### src/rtl/fir_pkg.sv
// Shared defaults, FSM state encoding and output clamp limits for the FIR MAC sequencer.
package fir_pkg;

    localparam int unsigned N_TAPS = 8;
    localparam int unsigned DATA_W = 16;
    localparam int unsigned COEF_W = 16;
    localparam int unsigned FRAC   = 15;
    localparam int unsigned ACC_W  = 40;

    localparam int SAT_MAX = 32767;
    localparam int SAT_MIN = -32768;

    typedef enum logic [1:0] {
        IDLE = 2'd0,
        MAC  = 2'd1,
        DONE = 2'd2
    } state_t;

endpackage

### src/rtl/fir_round_sat.sv
// Round-half-up by FRAC bits, then clamp the accumulator into a DATA_W signed sample.
module fir_round_sat #(
    parameter int unsigned ACC_W  = fir_pkg::ACC_W,
    parameter int unsigned DATA_W = fir_pkg::DATA_W,
    parameter int unsigned FRAC   = fir_pkg::FRAC
) (
    input  logic signed [ACC_W-1:0]  acc,
    output logic signed [DATA_W-1:0] y
);

    import fir_pkg::*;

    // One guard bit so adding the half-LSB can never overflow.
    localparam int unsigned RW = ACC_W + 1;

    // Package limits cover the default width; other widths derive their own.
    localparam longint HI_L = (DATA_W == fir_pkg::DATA_W) ? longint'(SAT_MAX)
                                                          : (longint'(1) <<< (DATA_W - 1)) - longint'(1);
    localparam longint LO_L = (DATA_W == fir_pkg::DATA_W) ? longint'(SAT_MIN)
                                                          : -(longint'(1) <<< (DATA_W - 1));

    localparam logic signed [RW-1:0] HALF = RW'(longint'(1) <<< (FRAC - 1));
    localparam logic signed [RW-1:0] HI   = RW'(HI_L);
    localparam logic signed [RW-1:0] LO   = RW'(LO_L);

    logic signed [RW-1:0] r;
    logic signed [RW-1:0] q;

    // Add half an output LSB, arithmetic shift, then clamp instead of wrapping.
    always_comb begin
        r = RW'(acc) + HALF;
        q = r >>> FRAC;
        if (q > HI) begin
            y = HI[DATA_W-1:0];
        end else if (q < LO) begin
            y = LO[DATA_W-1:0];
        end else begin
            y = q[DATA_W-1:0];
        end
    end

endmodule

### src/rtl/fir_mac_sequencer.sv
// Time-multiplexed FIR: one sample in, N_TAPS serial MAC cycles, one rounded/saturated sample out.
module fir_mac_sequencer #(
    parameter int unsigned N_TAPS = fir_pkg::N_TAPS,
    parameter int unsigned DATA_W = fir_pkg::DATA_W,
    parameter int unsigned COEF_W = fir_pkg::COEF_W,
    parameter int unsigned FRAC   = fir_pkg::FRAC,
    parameter int unsigned ACC_W  = fir_pkg::ACC_W
) (
    input  logic                        clk,
    input  logic                        rst,
    input  logic                        in_valid,
    output logic                        in_ready,
    input  logic signed [DATA_W-1:0]    x_in,
    input  logic                        coef_we,
    input  logic [$clog2(N_TAPS)-1:0]   coef_addr,
    input  logic signed [COEF_W-1:0]    coef_data,
    output logic                        out_valid,
    output logic signed [DATA_W-1:0]    y_out,
    output logic                        busy
);

    import fir_pkg::*;

    localparam int unsigned AW = $clog2(N_TAPS);
    localparam int unsigned PW = DATA_W + COEF_W;
    localparam logic [AW-1:0] LAST_TAP = AW'(N_TAPS - 1);

    state_t state;
    state_t state_next;

    logic accept_c;
    logic mac_c;
    logic coef_wr_c;
    logic done_c;

    logic [AW-1:0] wr_ptr;
    logic [AW-1:0] cur;
    logic [AW-1:0] tap;
    logic [AW-1:0] rd_idx;

    logic signed [DATA_W-1:0] dline [N_TAPS];
    logic signed [COEF_W-1:0] coef  [N_TAPS];

    logic signed [ACC_W-1:0]  acc;
    logic signed [PW-1:0]     prod;
    logic signed [DATA_W-1:0] y_c;

    // State register.
    always_ff @(posedge clk or posedge rst) begin
        if (rst) begin
            state <= IDLE;
        end else begin
            state <= state_next;
        end
    end

    // Next state and per-cycle datapath strobes.
    always_comb begin
        state_next = state;
        accept_c   = 1'b0;
        mac_c      = 1'b0;
        coef_wr_c  = 1'b0;
        done_c     = 1'b0;
        case (state)
            IDLE: begin
                coef_wr_c = coef_we;
                if (in_valid) begin
                    accept_c   = 1'b1;
                    state_next = MAC;
                end
            end
            MAC: begin
                mac_c = 1'b1;
                if (tap == LAST_TAP) begin
                    state_next = DONE;
                end
            end
            DONE: begin
                done_c     = 1'b1;
                state_next = IDLE;
            end
            default: begin
                state_next = IDLE;
            end
        endcase
    end

    // Coefficient RAM; writes land only while idle, including the accept edge.
    always_ff @(posedge clk or posedge rst) begin
        if (rst) begin
            for (int unsigned i = 0; i < N_TAPS; i++) begin
                coef[i] <= '0;
            end
        end else if (coef_wr_c) begin
            coef[coef_addr] <= coef_data;
        end
    end

    // Circular delay line and write pointer.
    always_ff @(posedge clk or posedge rst) begin
        if (rst) begin
            for (int unsigned i = 0; i < N_TAPS; i++) begin
                dline[i] <= '0;
            end
            wr_ptr <= '0;
        end else if (accept_c) begin
            dline[wr_ptr] <= x_in;
            wr_ptr        <= wr_ptr + AW'(1);
        end
    end

    // Tap product: newest sample pairs with h[0], walking backwards through the ring.
    always_comb begin
        rd_idx = cur - tap;
        prod   = PW'(coef[tap]) * PW'(dline[rd_idx]);
    end

    // Shared accumulator and tap counter.
    always_ff @(posedge clk or posedge rst) begin
        if (rst) begin
            acc <= '0;
            cur <= '0;
            tap <= '0;
        end else if (accept_c) begin
            acc <= '0;
            cur <= wr_ptr;
            tap <= '0;
        end else if (mac_c) begin
            acc <= acc + ACC_W'(prod);
            tap <= tap + AW'(1);
        end
    end

    fir_round_sat #(
        .ACC_W  (ACC_W),
        .DATA_W (DATA_W),
        .FRAC   (FRAC)
    ) u_round_sat (
        .acc (acc),
        .y   (y_c)
    );

    // Registered handshake/status flags and the held result.
    always_ff @(posedge clk or posedge rst) begin
        if (rst) begin
            in_ready  <= 1'b1;
            busy      <= 1'b0;
            out_valid <= 1'b0;
            y_out     <= '0;
        end else begin
            in_ready  <= (state_next == IDLE);
            busy      <= (state_next != IDLE);
            out_valid <= done_c;
            if (done_c) begin
                y_out <= y_c;
            end
        end
    end

endmodule

### config.mk
export PLATFORM = sky130hd
export DESIGN_NAME = fir_mac_sequencer
export DESIGN_NICKNAME = d
export VERILOG_FILES = /design/src/rtl/fir_pkg.sv /design/src/rtl/fir_round_sat.sv /design/src/rtl/fir_mac_sequencer.sv
export SDC_FILE = /design/constraint.sdc
export NUM_CORES = 2
export LEC_CHECK = 0
export CELL_PAD_IN_SITES_DETAIL_PLACEMENT = 0
export CELL_PAD_IN_SITES_GLOBAL_PLACEMENT = 1
export CORE_MARGIN = 5
export CORE_UTILIZATION = 58
export DETAILED_ROUTE_END_ITERATION = 8
export DONT_BUFFER_PORTS = 1
export PLACE_DENSITY_LB_ADDON = 0.1
export REMOVE_ABC_BUFFERS = 1
export SKIP_CTS_REPAIR_TIMING = 1
export SYNTH_ARGS = -nofsm -noshare
export SYNTH_HDL_FRONTEND = slang
export SYNTH_SLANG_ARGS = --single-unit
### constraint.sdc
create_clock -name clk -period 28.2 [get_ports clk]
set_input_delay 5.64 -clock clk [delete_from_list [all_inputs] [get_ports clk]]
set_output_delay 5.64 -clock clk [all_outputs]
set_load 0.03 [all_outputs]
After elaboration in Yosys (flattened, before gate mapping)
Index checks and enable logic that the tools add are counted.
{ "op_classes": {"add_sub_neg": 5, "multipliers": 1, "magnitude_cmp": 8, "n_eq_ne": 3, "n_mux": 26, "n_bitwise": 4, "n_reduce_logical": 6} }
{ "op_table": {"columns": ["op", "n"], "rows": [
  ["128-bit bitwise mux", 2],
  ["16-bit two-way mux", 8],
  ["16-bit binary-select mux with 3-bit select", 2],
  ["16-bit demux with 3-bit select", 2],
  ["40-bit two-way mux", 2],
  ["40-bit by 16-bit adder with 41-bit output (second input constant)", 1],
  ["40-bit by 32-bit adder with 40-bit output", 1],
  ["16-bit by 16-bit multiplier with 32-bit output", 1],
  ["26-bit by 16-bit greater-than comparator with 1-bit output (second input constant)", 1],
  ["26-bit by 16-bit < comparator with 1-bit output (second input constant)", 1],
  ["4-bit >= comparator (second input constant)", 4],
  ["3-bit inverter with 4-bit output", 4],
  ["4-bit by 1-bit < comparator with 1-bit output (second input constant)", 2],
  ["3-bit by 1-bit adder with 3-bit output (second input constant)", 2],
  ["3-bit two-way mux", 2],
  ["1-bit two-way mux", 5],
  ["2-bit zero test", 2],
  ["2-bit two-way mux", 2],
  ["2-bit case mux with 2 select lines", 1],
  ["2-bit nonzero test", 2],
  ["3-bit == test (second input constant)", 1],
  ["3-bit subtractor", 1],
  ["2-bit by 1-bit == test with 1-bit output (second input constant)", 1],
  ["2-bit == test (second input constant)", 1],
  ["1-bit logical AND", 2]
]} }
{ "word_totals": {"ff_bits": 326, "inputBits": 39, "output_inout_bits": 19} }

Depth between registers and ports, before layout
{ "logic_depth": {"depth_word": 9, "mapped_depth": 34, "depth_no_buf": 31} }

Hierarchy
From an unflattened synthesis, not the netlist that was laid out.
{ "unflattened": {"cells_unflattened": 2382, "hier_area_um2": 27030.9} }
{ "modules_own_cells": {"columns": ["module", "instances", "cells_per_inst", "area_per_inst_um2"], "rows": [
  ["fir_mac_sequencer", 1, 2254, 26171.4],
  ["fir_round_sat", 1, 128, 859.6]
]} }

Least setup slack after synthesis
OpenSTA, ideal clock, no wires.
{ "synth_path": {"kind": "register to register", "startpoint": "reg tap[1]", "endpoint": "reg acc[39]", "arrival_ps": 8826, "t_required_ps": 28131, "path_slack_ps": 19305, "stages_incl_launch_ff": 32, "path_buffers": 4, "synth_period_minus_slack_ps": 8895, "path_cell_list": "dfrtp_1 clkbuf_1 clkbuf_1 clkbuf_1 inv_1 fa_1 xor2_1 xnor2_2 clkbuf_1 mux4_2 mux2_2 nand2_1 inv_1 fa_1 fa_1 inv_1 fa_1 fa_1 inv_1 fa_1 inv_1 fa_1 inv_1 ha_1 and3_1 nand4_1 nor4_1 a2111oi_2 o41ai_2 a21oi_1 nand4b_1 nand3_1"} }
{ "synth_via": {"elab_chain_len": 9} }
{ "synth_rtl": {"columns": ["item", "line", "source"], "rows": [
  ["from (decl)", "fir_mac_sequencer.sv:38", "logic [AW-1:0] tap;"],
  ["from (signal assigned)", "fir_mac_sequencer.sv:130", "tap <= tap + AW'(1);"],
  ["3-bit subtractor", "fir_mac_sequencer.sv:114", "rd_idx = cur - tap;"],
  ["3-bit inverter with 4-bit output (not written as such)", "fir_mac_sequencer.sv:115", "prod = PW'(coef[tap]) * PW'(dline[rd_idx]);"],
  ["16-bit binary-select mux with 3-bit select", "fir_mac_sequencer.sv:115", null],
  ["16-bit two-way mux (not written as such) (2 in series)", "fir_mac_sequencer.sv:115", null],
  ["16-bit by 16-bit multiplier with 32-bit output *", "fir_mac_sequencer.sv:115", null],
  ["40-bit by 32-bit adder with 40-bit output *", "fir_mac_sequencer.sv:129", "acc <= acc + ACC_W'(prod);"],
  ["40-bit two-way mux *", "fir_mac_sequencer.sv:128", "end else if (mac_c) begin"],
  ["40-bit two-way mux *", "fir_mac_sequencer.sv:124", "end else if (accept_c) begin"],
  ["to (signal assigned)", "fir_mac_sequencer.sv:129", null],
  ["to (decl)", "fir_mac_sequencer.sv:44", "logic signed [ACC_W-1:0] acc;"]
]} }
Mark *: on every way between the ends. The rest lies on a longest branch, timed or not. The select of a mux whose other input is x is not followed.
A chain may end at the register's enable or synchronous reset.

Worst setup path after layout
{ "layout_path": {"startpoint": "reg tap[0]", "endpoint": "reg acc[39]"} }
Same word-level chain as after synthesis.

==> impl_metrics.toml <==
[critical_path]
arrival_ns = 10.46
reg2regPathDepth = 29
critPathKind = "flip-flop to flip-flop"
r2r-start = "tap[0]"
worst_path_most_repeated_cell = "fa_1"
r2r_end = "acc[39]"
rrSetupSlack_ns = 18.21
crit_path_start = "tap[0]"
slowest_delay_ns = 0.82
worstPathRequired_ns = 28.68
crit_path_end_kind = "flip-flop"
start_kind = "flip-flop"
critPathSlowestCell = "mux2i_1"
setup.worst_path.end = "acc[39]"
crit_path_max_fanout = 36

[synth]
synth_ff_type = "dfrtp_1"
synthDistinctLibCells = 67
synth-seq-cells = 326
synth_area_leaders = "dfrtp_1 30%, fa_1 25%, mux2_2 12%"
synthArstFlopShare = 1.00
synth_edf_count = 0
synth_area_leader_cell = "dfrtp_1"
syn_inst = 2363
yosys_warnings = 0
synth_area_mm2 = 0.0268
syn_area_per_cell_um2 = 11.3
yosysSeqAreaShare = 0.305
synth_top_cell_area_share = 0.304

[sta]
period_share = 0.354
setup_violations = 0
clock_skew_ns = 0.0188
rsz0062_at_grt = "no"
max_slew_margin = 0.220
final.min_clock_period_ns = 9.99
tightest_slew_ns = 1.14
slew_viol_final = 0
hold_slack_ns = 0.499
setup_tns_ns = 0
fmax_ghz = 0.100
hold_viol = 0

[routing]
dr.max_layer_used = "met4"
wire_per_inst_um = 20.5
drt-vias-per-instance = 5.64
wl_met1_um = 27500
dr_wl_met3_um = 3820
dr.pass1.iters = 7
wl_met2_um = 28200
drt_iter0_drc = 961
drc = 0
num_vias = 16800
wl_um = 61000
ant_nets = 0

[layout]
final.fill_count = 3724
final_common_cell = "inv_1"
final_core_util = 0.629
layout_common_cells = "428 x inv_1, 331 x fa_1, 324 x dfrtp_1, 280 x mux2_2, 210 x nand2_1"
layout-drive-gt1-share = 0.189
syn2layout_area_growth_pct = 6.90
nNetsFinal = 2842
multiInputGateArea_mm2 = 0.0167
register_area_mm2 = 0.00816
antenna_cells = 0
fin_cells = 2975

[clock_tree]
numClockSinks = 326
htree_levels = 2
clk_pin_slew_ns = 0.06
insertion_delay_ns = 0.55
cts_tree = "done"
cts-root-buf = "clkbuf_16"
cts_inserted_buffers = 37
cts_buffer_depth = 3

[status]
status = "finished clean"

[die]
die_h_um = 225
die_x_um = 225
core_mm2 = 0.0455
ios = 58
initial_utilization = 0.589
die-area_mm2 = 0.0505
rows = 78

[global_routing]
track_usage = 0.253
grt_first_pass_wirelength_um = 101000
overflow = 0
first_global_vias = 18200
grt_max_degree = 106
antenna_found_initial = 0

[place]
port_buffers = 0
dp_cells = 2913
gp_congestion = 0.900
hpwl_um = 45900

[run]
drv_cap = 0

[worst_hold_path]
hold_class = "flip-flop to flip-flop"
whs_path_depth = 1
-- metrics by stage --
step / setup WS [ns] / cell area, um2
4_1_cts: 18.23 / 28600
3_3_place_gp: 18.45 / 27400
6_report: 18.21 / 28600
3_5_place_dp: 18.25 / 27400
5_1_grt: 17.61 / 28600
2_1_floorplan: 13.54 / 26400
-- layer usage --
metal	global-route usage	vias up
li1	-	7631
met1	0.364	8672
met2	0.399	401
met3	0.0564	88
met4	0.0587	0
met5	0	-
-- state kept, by name (all words and copies together) (netlist names) --
register	cells
coef	128
dline	128
acc	40
y_out	16
cur	3
tap	3
wr_ptr	3
state	2
busy	1
in_ready	1
out_valid	1
-- cell usage after synthesis, types with 11 or more instances --
cell type / n
inv_1: 429
fa_1: 331
dfrtp_1: 325
mux2_2: 280
nand2_1: 210
nor2_1: 164
ha_1: 120
mux4_2: 64
clkbuf_1: 56
o21ai_0: 52
a21oi_1: 42
xnor2_1: 33
nand3_1: 27
mux2i_1: 25
xor2_1: 24
o22a_1: 14
and3_1: 13
a211oi_1: 11
buf_1: 11
buf_2: 11
-- worst min-delay path by stage --
stage	startpoint	to
CTS	dline[42]	dline[42]
global placement	dline[45]	dline[45]
floorplan	acc[6]	acc[6]
detailed placement	dline[42]	dline[42]
global route	coef[103]	coef[103]
finish	dline[10]	dline[10]
-- critical path, delay by kind of cell, from the launching register on --
family | cells | cell delay (ns)
compound gates | 3 | 0.77
xor+xnor | 2 | 0.48
fa+ha+maj | 9 | 4.32
buf+inv | 7 | 1.50
flops | 1 | 0.34
mux | 2 | 1.21
simple gates | 6 | 1.26
-- cell type report --
class,instances,share of cell area
Multi-Input combinational cell,1527,0.583
Sequential cell,326,0.285
Inverter,430,0.0567
Clock buffer,51,0.0363
Tap cell,600,0.0262
Timing Repair Buffer,30,0.00787
Clock inverter,11,0.00437
-- cells by family after synthesis --
logic type | after synthesis | synth area share
mux | 370 | 0.182
compound gates | 178 | 0.0431
flops | 326 | 0.305
buf+inv | 510 | 0.0724
xor+xnor | 59 | 0.0199
fa+ha+maj | 451 | 0.304
simple gates | 469 | 0.0743
Power is left out: the tool's default activity adds up to more than one toggle a clock period on the data nets, which glitch-free logic cannot reach.
